==> src/rtl/pc_fetch_sequencer.sv <==
// Fetch-stage controller: owns the PC, fetches from instruction memory and sequences the branch-target adder.
// Optional build macro MISALIGN_TRAP_EN adds the FAULT state and the o_Misalign flag.
module pc_fetch_sequencer #(
  parameter logic [31:0] RESET_PC = 32'h0000_0000,
  parameter int unsigned ADD_LAT  = 1
) (
  input  logic        i_Clk,
  input  logic        i_Rst,
  input  logic        i_Enb,
  output logic        o_Imem_req,
  output logic [31:0] ov_Imem_addr,
  input  logic        i_Imem_ack,
  input  logic [31:0] iv_Imem_data,
  output logic        o_Instr_valid,
  output logic [31:0] ov_Instr,
  output logic [31:0] ov_Instr_pc,
  input  logic        i_Instr_ready,
  input  logic        i_Redirect,
  input  logic [31:0] iv_Redirect_base,
  input  logic [31:0] iv_Redirect_imm,
  output logic [31:0] ov_Add_dir,
  output logic [31:0] ov_Add_imm,
  output logic        o_Add_enb,
  input  logic [31:0] iv_Add_result
`ifdef MISALIGN_TRAP_EN
  ,
  output logic        o_Misalign
`endif
);

  typedef enum logic [2:0] {
    S_FETCH    = 3'd0,
    S_WAIT_ACK = 3'd1,
    S_HOLD     = 3'd2,
    S_CALC     = 3'd3,
    S_FAULT    = 3'd4
  } state_t;

  localparam logic [2:0] LP_LAT = 3'(ADD_LAT);

  state_t      r_state;
  logic [31:0] r_pc;
  logic        r_imem_req;
  logic        r_instr_valid;
  logic [31:0] r_instr;
  logic [31:0] r_instr_pc;
  logic [31:0] r_add_dir;
  logic [31:0] r_add_imm;
  logic        r_add_enb;
  logic [2:0]  r_cnt;
  logic        r_redir_pend;
  logic        r_redir_new;
  logic [31:0] r_base;
  logic [31:0] r_imm;
  logic        r_ack_held;
  logic [31:0] r_ack_data;
`ifdef MISALIGN_TRAP_EN
  logic        r_misalign;
`endif

  logic        w_new_redir;
  logic        w_any_redir;
  logic [31:0] w_base;
  logic [31:0] w_imm;
  logic        w_ack;
  logic [31:0] w_data;
  logic [31:0] w_target;
  logic        w_enter_calc;

  // A redirect or ack seen while frozen is remembered so it is acted on once i_Enb returns.
  assign w_new_redir = i_Redirect | r_redir_new;
  assign w_any_redir = w_new_redir | r_redir_pend;
  assign w_base      = i_Redirect ? iv_Redirect_base : r_base;
  assign w_imm       = i_Redirect ? iv_Redirect_imm  : r_imm;
  assign w_ack       = i_Imem_ack | r_ack_held;
  assign w_data      = r_ack_held ? r_ack_data : iv_Imem_data;
`ifdef MISALIGN_TRAP_EN
  assign w_target    = iv_Add_result;
`else
  assign w_target    = iv_Add_result & 32'hFFFF_FFFC;
`endif

  always_comb begin
    w_enter_calc = 1'b0;
    if (i_Enb) begin
      case (r_state)
        S_FETCH:    w_enter_calc = w_any_redir;
        S_WAIT_ACK: w_enter_calc = w_ack & w_any_redir;
        S_HOLD:     w_enter_calc = w_any_redir;
        S_CALC:     w_enter_calc = w_new_redir;
        S_FAULT:    w_enter_calc = w_new_redir;
        default:    w_enter_calc = 1'b0;
      endcase
    end else begin
      w_enter_calc = 1'b0;
    end
  end

  always_ff @(posedge i_Clk) begin
    if (!i_Rst) begin
      r_state       <= S_FETCH;
      r_pc          <= RESET_PC;
      r_imem_req    <= 1'b0;
      r_instr_valid <= 1'b0;
      r_instr       <= 32'h0000_0000;
      r_instr_pc    <= 32'h0000_0000;
      r_add_dir     <= 32'h0000_0000;
      r_add_imm     <= 32'h0000_0000;
      r_add_enb     <= 1'b0;
      r_cnt         <= 3'd0;
      r_redir_pend  <= 1'b0;
      r_redir_new   <= 1'b0;
      r_base        <= 32'h0000_0000;
      r_imm         <= 32'h0000_0000;
      r_ack_held    <= 1'b0;
      r_ack_data    <= 32'h0000_0000;
`ifdef MISALIGN_TRAP_EN
      r_misalign    <= 1'b0;
`endif
    end else begin
      if (i_Redirect) begin
        r_base       <= iv_Redirect_base;
        r_imm        <= iv_Redirect_imm;
        r_redir_pend <= 1'b1;
      end
      if (!i_Enb) begin
        if (i_Redirect) r_redir_new <= 1'b1;
        if ((r_state == S_WAIT_ACK) && i_Imem_ack) begin
          r_ack_held <= 1'b1;
          r_ack_data <= iv_Imem_data;
        end
      end else begin
        r_redir_new <= 1'b0;
        r_ack_held  <= 1'b0;
        case (r_state)
          S_FETCH: begin
            if (!w_enter_calc) begin
              r_imem_req <= 1'b1;
              r_state    <= S_WAIT_ACK;
            end
          end
          S_WAIT_ACK: begin
            if (w_ack) begin
              r_imem_req <= 1'b0;
              if (!w_enter_calc) begin
                r_instr       <= w_data;
                r_instr_pc    <= r_pc;
                r_instr_valid <= 1'b1;
                r_pc          <= r_pc + 32'd4;
                r_state       <= S_HOLD;
              end
            end
          end
          S_HOLD: begin
            if (w_enter_calc || i_Instr_ready) begin
              r_instr_valid <= 1'b0;
              r_state       <= S_FETCH;
            end
          end
          S_CALC: begin
            if (!w_enter_calc) begin
              if (r_cnt == LP_LAT) begin
                r_add_enb    <= 1'b0;
                r_redir_pend <= 1'b0;
                r_pc         <= w_target;
`ifdef MISALIGN_TRAP_EN
                if (|iv_Add_result[1:0]) begin
                  r_misalign <= 1'b1;
                  r_state    <= S_FAULT;
                end else begin
                  r_state    <= S_FETCH;
                end
`else
                r_state      <= S_FETCH;
`endif
              end else begin
                r_cnt <= r_cnt + 3'd1;
              end
            end
          end
`ifdef MISALIGN_TRAP_EN
          S_FAULT: begin
            r_imem_req    <= 1'b0;
            r_instr_valid <= 1'b0;
          end
`endif
          default: r_state <= S_FETCH;
        endcase
        // Shared entry into CALC: takes priority over the per-state next-state above.
        if (w_enter_calc) begin
          r_add_dir <= w_base;
          r_add_imm <= w_imm;
          r_add_enb <= 1'b1;
          r_cnt     <= 3'd0;
          r_state   <= S_CALC;
        end
      end
    end
  end

  assign o_Imem_req    = r_imem_req;
  assign ov_Imem_addr  = r_pc;
  assign o_Instr_valid = r_instr_valid;
  assign ov_Instr      = r_instr;
  assign ov_Instr_pc   = r_instr_pc;
  assign ov_Add_dir    = r_add_dir;
  assign ov_Add_imm    = r_add_imm;
  assign o_Add_enb     = r_add_enb;
`ifdef MISALIGN_TRAP_EN
  assign o_Misalign    = r_misalign;
`endif

endmodule

==> config.mk <==
export PLATFORM = sky130hd
export DESIGN_NAME = pc_fetch_sequencer
export DESIGN_NICKNAME = d
export VERILOG_FILES = /design/src/rtl/pc_fetch_sequencer.sv
export SDC_FILE = /design/constraint.sdc
export NUM_CORES = 1
export LEC_CHECK = 0
export BUFFER_PORTS_ARGS = -buffer_cell sky130_fd_sc_hd__buf_2
export CELL_PAD_IN_SITES_DETAIL_PLACEMENT = 1
export CELL_PAD_IN_SITES_GLOBAL_PLACEMENT = 1
export CORE_MARGIN = 3
export CORE_UTILIZATION = 35
export DETAILED_ROUTE_END_ITERATION = 10
export GPL_TIMING_DRIVEN = 1
export HOLD_SLACK_MARGIN = 0.03
export PLACE_DENSITY = 0.77
export SLEW_MARGIN = 20
export SYNTH_ARGS = -nofsm -noshare
export SYNTH_HDL_FRONTEND = slang
export SYNTH_SLANG_ARGS = --single-unit
==> constraint.sdc <==
create_clock -name i_Clk -period 1.9 [get_ports i_Clk]
set_clock_uncertainty 0.2 [all_clocks]
set_input_delay 0.19 -clock i_Clk [delete_from_list [all_inputs] [get_ports i_Clk]]
set_output_delay 0.19 -clock i_Clk [all_outputs]
set_load 0.005 [all_outputs]
==> flow_summary.yaml, run 1 <==
place:
  io_buffers: 290
  pre_cts_slack_ns: -0.167
  finalWeightedCongestion: 0.791
  hpwl_um: 23600
cts:
  cts_tree: "built"
  cts_htree_levels: 1
  clkSlewWorstSetupHoldPaths_ns: 0.06
  root_buffer: "clkbuf_16"
  cts_buffers: 30
  clock_latency_ns: 0.55
  clock-sinks: 263
  clockBufferDepth: 3
status:
  status: "complete, but fails checks"
  violations: "setup timing"
yosys:
  ys_ff_latch: 263
  netlist_area_mm2: 0.0105
  yosysUniqueCellTypes: 60
  syn_area_per_cell_um2: 9.05
  synth_edf_count: 0
  ys.flop_type: "dfxtp_1"
  yosysSeqAreaShare_pct: 50.0
  synthTopCellsByArea: "dfxtp_1, mux2i_1, nor2_1"
  synth_area_leader_cell: "dfxtp_1"
  yosysWarnings: 0
  async_flop_share_pct: 0
  synth_top_area_share_pct: 50.0
  post_synth_inst_count: 1163
power_and_ir_drop:
  seqPwrFrac_pct: 42.8
  clkPwrFrac_pct: 43.7
  combPwrFrac_pct: 13.5
  p_leak_nw: 6.85
  irDropWorstVdd_mv: 0.632
  internal_power_mw: 10.3
  finalPower_mw: 13.8
  p_per_area_mw_per_mm2: 867
  swShare_pct: 25.1
  switching_power_mw: 3.47
drt:
  wl_um: 41100
  wl_per_cell_um: 20.0
  dr.pass1.iters: 4
  ant_nets: 0
  drc: 0
  vias: 10800
  viasPerCell: 5.24
  dr.first_iter.drc_count: 503
flow_run:
  drv_cap: 0
worst_setup_path:
  required_ns: 2.12
  crit_type: "flop to flop"
  worstPathArrival_ns: 2.23
  r2r_cells: 6
  startpoint: "r_state[1]"
  crit_path_end_kind: "flop"
  crit-reg2reg-launch: "r_state[1]"
  crit_fanout: 15
  critPathLaunchType: "flop"
global_routing:
  grt_pass1_wl_um: 63800
  grt_use_total_pct: 23.7
  grt_max_degree: 72
  grt_overflow: 0
  grt_pass1_vias: 11600
  antenna_found_initial: 5
final_layout:
  drive_gt1_share_pct: 33.3
  multi_input_area_mm2: 0.00500
  area_growth_pct: 51.4
  fin_nets: 1782
  seqCellArea_mm2: 0.00528
  num-fill-cells: 3352
floorplanning:
  die_h_um: 179
  core-area_mm2: 0.0292
  ioPinCount: 297
  rows: 62
  die_w_um: 179
  initial_core_util_pct: 36.1
  die_area_mm2: 0.0322
sta:
  drv_slew: 0
  finalSetupViolCount: 2
  rsz0062_at_grt: "yes"
  slew_headroom_pct: 66.4
  fin_crit_ns: 2.01
  worstMarginPinSlew_ns: 0.505
  hold_slack_ns: 0.0840
  hold_violations: 0
  worst_slack_ns: -0.111
  period_share_pct: 106
  fmax_mhz: 497
worst_hold_path:
  hold_class: "input pin to flop"
  holdPathStages: 4
  min_from: "i_Redirect"
[synth_stat cells, types with 6 or more instances]
library cell  instances
dfxtp_1             263
nand4_1               6
nand3_1              13
a211oi_2             30
o21ai_0              26
nor3_1               11
clkbuf_1             51
a31oi_1               6
a21oi_1              98
and3_1                8
nand2_1             162
mux2i_1              97
buf_4                16
and4_1                8
nor4_1                6
buf_2                26
a311oi_1              6
a211oi_1             72
o22ai_1               7
nor2_1              184
[state kept, by name, indices dropped and copies added (netlist names)]
signal / cells
ov_Instr: 32
ov_Instr_pc: 30
r_base: 32
ov_Imem_addr: 30
o_Add_enb: 1
o_Instr_valid: 1
r_imm: 32
r_redir_pend: 1
ov_Add_imm: 32
ov_Add_dir: 32
r_ack_held: 1
r_redir_new: 1
o_Imem_req: 1
r_state: 2
r_ack_data: 32
r_cnt: 3
[final timing paths]
path / end / slack, ns
max: ov_Add_dir[20] / -0.11
min: r_redir_pend / 0.08
max reg2reg: ov_Add_dir[20] / -0.11
min reg2reg: r_ack_data[12] / 0.25
[critical path, stage by stage, from the launching register on]
cell      delay [ns]
dfxtp_4         0.37
and2b_1         0.20
a22oi_2         0.23
and2_2          0.29
buf_12          0.17
nor2_1          0.07
a211oi_1        0.36
[per-stage QoR]
step	cell area, um2	util (%)	setup TNS [ns]	std cells
floorplan	10600	-	0	1166
global placement	13000	44.4	-0.381	1837
detailed placement	13000	44.4	-2.53	1837
CTS	15700	53.7	-0.475	2043
global route	15900	54.6	-1.29	2056
finish	15900	54.6	-0.122	2057
[cell families after synthesis]
family / Yosys count / share of synthesized area, %
simple gates: 419 / 16.9
compound gates: 273 / 18.4
flops: 263 / 50.0
buf+inv: 107 / 5.06
mux: 97 / 9.22
fa+ha+maj: 3 / 0.357
other cells: 1 / 0.0356
[power by group through the flow]
stage	Combinational, mW	Sequential [mW]	Clock, mW
5_1_grt	2.01	5.94	6.36
2_1_floorplan	0.809	6.01	0
3_5_place_dp	1.43	6.01	0
3_3_place_gp	1.37	6.00	0
6_report	1.86	5.92	6.04
4_1_cts	1.77	5.90	6.14
[repair_timing]
| action | in CTS | in global routing |
|---|---|---|
| endpoints found under the setup margin | 94 | 115 |
| setup buffers | 8 | 10 |
| hold buffers | 137 | 0 |
| cloned | 7 | 1 |
| pin swaps | 8 | 19 |
| resized for setup | 17 | 63 |
| endpoints found under the hold margin | 230 | 0 |
[placed cells by master (no fill, tap or decap), drive strengths merged, types with 2 or more instances in the layout]
master         n
and4           8
a221oi         2
a21oi         98
o21a           3
a22oi          2
a311oi         6
o21ai         27
and2           6
o211a          2
or2            4
buf          406
nor4           6
dfxtp        263
nand4          7
nand3         13
conb           4
a211oi       102
bufbuf         2
a31oi          6
inv            6
or3            2
nor3          13
o41ai          2
bufinv         2
nor2         185
and3           9
diode          5
clkbuf        52
dlygate4sd3  137
mux2i         97
a21o           4
and2b          2
o22ai          7
ha             3
clkinv         2
nand2        162
[metal layers]
layer	up-vias	global-route usage [%]	share of wire [%]	wire length, um
met3	110	3.96	4.2	1730
met2	294	43.8	52	21500
met4	2	9.16	4.0	1630
met5	-	0	0.017	7
met1	5347	27.3	40	16300
li1	5034	-	-	-
[layout make-up]
cell class / count / area share (%)
inverters: 6 / 0.243
clock buffers: 51 / 6.03
multi-input cells: 798 / 31.4
well taps: 384 / 3.01
diodes: 5 / 0.0785
flip-flops and latches: 263 / 33.2
clock inverters: 4 / 0.463
repair buffers: 546 / 25.7
No activity file was read; power rests on OpenSTA's default activity.
==> run 2: changes to the inputs <==
--- a/config.mk
+++ b/config.mk
@@ -5,12 +5,14 @@
 export SDC_FILE = /design/constraint.sdc
 export NUM_CORES = 1
 export LEC_CHECK = 0
+export ABC_AREA = 1
 export BUFFER_PORTS_ARGS = -buffer_cell sky130_fd_sc_hd__buf_2
 export CELL_PAD_IN_SITES_DETAIL_PLACEMENT = 1
 export CELL_PAD_IN_SITES_GLOBAL_PLACEMENT = 1
 export CORE_MARGIN = 3
-export CORE_UTILIZATION = 35
+export CORE_UTILIZATION = 33
 export DETAILED_ROUTE_END_ITERATION = 10
+export GPL_ROUTABILITY_DRIVEN = 0
 export GPL_TIMING_DRIVEN = 1
 export HOLD_SLACK_MARGIN = 0.03
 export PLACE_DENSITY = 0.77
==> flow_summary.yaml, run 2 <==
status:
  status: "complete, but fails checks"
  violations: "hold timing, setup timing"
yosys:
  yosysUniqueCellTypes: 32
  syn_area_per_cell_um2: 6.95
  yosysMostFrequentCell: "nor2_1"
  synth_top_area_share_pct: 47.6
  post_synth_inst_count: 1591
  async_flop_share_pct: 0
  synth_edf_count: 0
  netlist_area_mm2: 0.0111
  synth_area_leader_cell: "dfxtp_1"
  synthTopCellsByArea: "dfxtp_1, nor2_1, nand2_1"
  yosysSeqAreaShare_pct: 47.6
  yosysWarnings: 0
  ys.flop_type: "dfxtp_1"
  ys_ff_latch: 263
  synth_common_cells: "nor2_1, nand2_1, dfxtp_1, a21oi_1, o21ai_0"
sta:
  drv_slew: 0
  fmax_mhz: 492
  worst_slack_ns: -0.131
  fin_crit_ns: 2.03
  period_share_pct: 107
  rsz0062_at_grt: "yes"
  hold_violations: 12
  finalSetupViolCount: 82
  slew_headroom_pct: 61.0
  hold_slack_ns: -0.154
  worstMarginPinSlew_ns: 0.585
drt:
  drc: 0
  dr.pass1.iters: 5
  wl_um: 50300
  wl_per_cell_um: 19.8
  viasPerCell: 5.12
  ant_nets: 0
  vias: 13000
  dr.first_iter.drc_count: 729
place:
  io_buffers: 290
  hpwl_um: 26500
  pre_cts_slack_ns: -0.0784
  place_area_mm2: 0.0134
cts:
  cts_htree_levels: 1
  clockBufferDepth: 3
  root_buffer: "clkbuf_16"
  clock_latency_ns: 0.56
  clock-sinks: 263
  cts-hold-fix-buffers: 140
  cts_buffers: 30
  cts_tree: "built"
  clkSlewWorstSetupHoldPaths_ns: 0.06
final_layout:
  area_growth_pct: 53.6
  fin_nets: 2213
  final_area_mm2: 0.0170
  drive_gt1_share_pct: 27.4
  num-fill-cells: 4028
  final_common_cell: "nor2_1"
  layout.cells.most_common_list: "nor2_1, buf_2, nand2_1"
floorplanning:
  die_h_um: 189
  die_area_mm2: 0.0357
  initial_core_util_pct: 33.7
  die_w_um: 189
  rows: 66
  core-area_mm2: 0.0328
  ioPinCount: 297
global_routing:
  antenna_found_initial: 4
  grt_pass1_wl_um: 70500
  grt_use_total_pct: 23.9
  grt_pass1_vias: 13500
  grt_overflow: 0
  grt_max_degree: 86
power_and_ir_drop:
  irDropWorstVdd_mv: 0.767
  p_per_area_mw_per_mm2: 868
  p_leak_nw: 7.41
worst_setup_path:
  required_ns: 2.17
  crit_top_cell: "nand2_4"
  critPathLaunchType: "flop"
  crit_fanout: 8
  crit_type: "flop to flop"
  crit_path_end_kind: "flop"
  cp_slowest_cell: "dfxtp_2"
  path_cells: "inv_2 -> ha_4 -> nand2_4 -> nand2_4 -> nand2_4 -> nor2_4 -> buf_6 -> nand3_4 -> buf_12 -> nor2_4 -> o21ai_2 -> a21oi_1"
  critPathMaxStageDelay_ns: 0.32
  worstPathArrival_ns: 2.30
worst_hold_path:
  hold_class: "input pin to flop"
flow_run:
  drv_cap: 0
## run 2: cell types whose count changed after synthesis, moves of 7 or more
cell	delta
a211oi_1	-72
a211oi_2	-30
a21oi_1	+71
and3_1	-7
and4_1	-8
inv_1	+105
mux2i_1	-97
nand2_1	+124
nand3_1	+83
nor2_1	+164
o21ai_0	+142
## run 2: critical path, delay by kind of cell (launching register included)
family,cells,cell delay (ns)
fa+ha+maj,1,0.14
flops,1,0.32
buf+inv,3,0.41
simple gates,6,0.60
compound gates,2,0.26
## run 2: worst paths after layout
| path | from | to | slack [ns] | cells after the start |
|---|---|---|---|---|
| worst max-delay path | r_cnt[1] | ov_Imem_addr[12] | -0.13 | 12 |
| worst min-delay path | i_Rst | r_cnt[2] | -0.15 | 3 |
| worst max register to register | r_cnt[1] | ov_Imem_addr[12] | -0.13 | 12 |
| worst min register to register | ov_Instr_pc[14] | ov_Instr_pc[14] | 0.26 | 2 |
## run 2: per-stage QoR
step,total power [mW],cells,hold WS (ns),setup TNS (ns),util [%]
final,14.7,2546,-0.154,-3.43,51.8
after global routing,15.3,2545,-0.162,-11.06,51.8
after CTS,14.4,2508,-0.179,0,48.6
after detailed placement,8.05,2305,0.245,-1.47,40.9
after global placement,7.99,2305,0.241,0,40.9
after floorplan,7.19,1594,0.125,0,-
## run 2: layout make-up
cell class	count	area (um2)	share of cell area (%)
Tap cell	442	553	3.26
Timing Repair Buffer	555	4380	25.8
Inverter	117	450	2.65
Clock inverter	10	134	0.788
Sequential cell	263	5280	31.1
Clock buffer	46	892	5.25
Antenna cell	4	10.0	0.0589
Multi-Input combinational cell	1109	5290	31.1
## run 2: where the power goes
group / total, mW / switching, mW / internal (mW)
clock: 6.07 / 2.44 / 3.63
sequential: 6.10 / 0.213 / 5.89
combinational: 2.56 / 1.45 / 1.12
## run 2: layer usage
layer	vias to the layer above	share of wire (%)	track usage, %
met1	6298	39	27.8
met4	0	4.4	7.28
met3	159	6.9	5.30
met5	-	0	0
li1	6063	-	-
met2	518	50	43.7
## run 2: cells by family after synthesis
family | after synthesis | synth area share (%)
AOI/OAI and AO/OA | 351 | 16.0
xor gates and xnor gates | 2 | 0.158
adders and majority gates | 3 | 0.340
buffers and inverters | 222 | 8.59
DFF | 263 | 47.6
other | 1 | 0.0339
and+or+nand+nor | 749 | 27.2
## run 2: timing repair
| item | CTS | global route |
|---|---|---|
| cloned | 1 | 20 |
| endpoints found under the hold margin | 233 | 12 |
| buffers inserted | 6 | 14 |
| gates resized for setup | 14 | 157 |
| pin swaps | 4 | 32 |
| setup endpoints to repair | 120 | 175 |
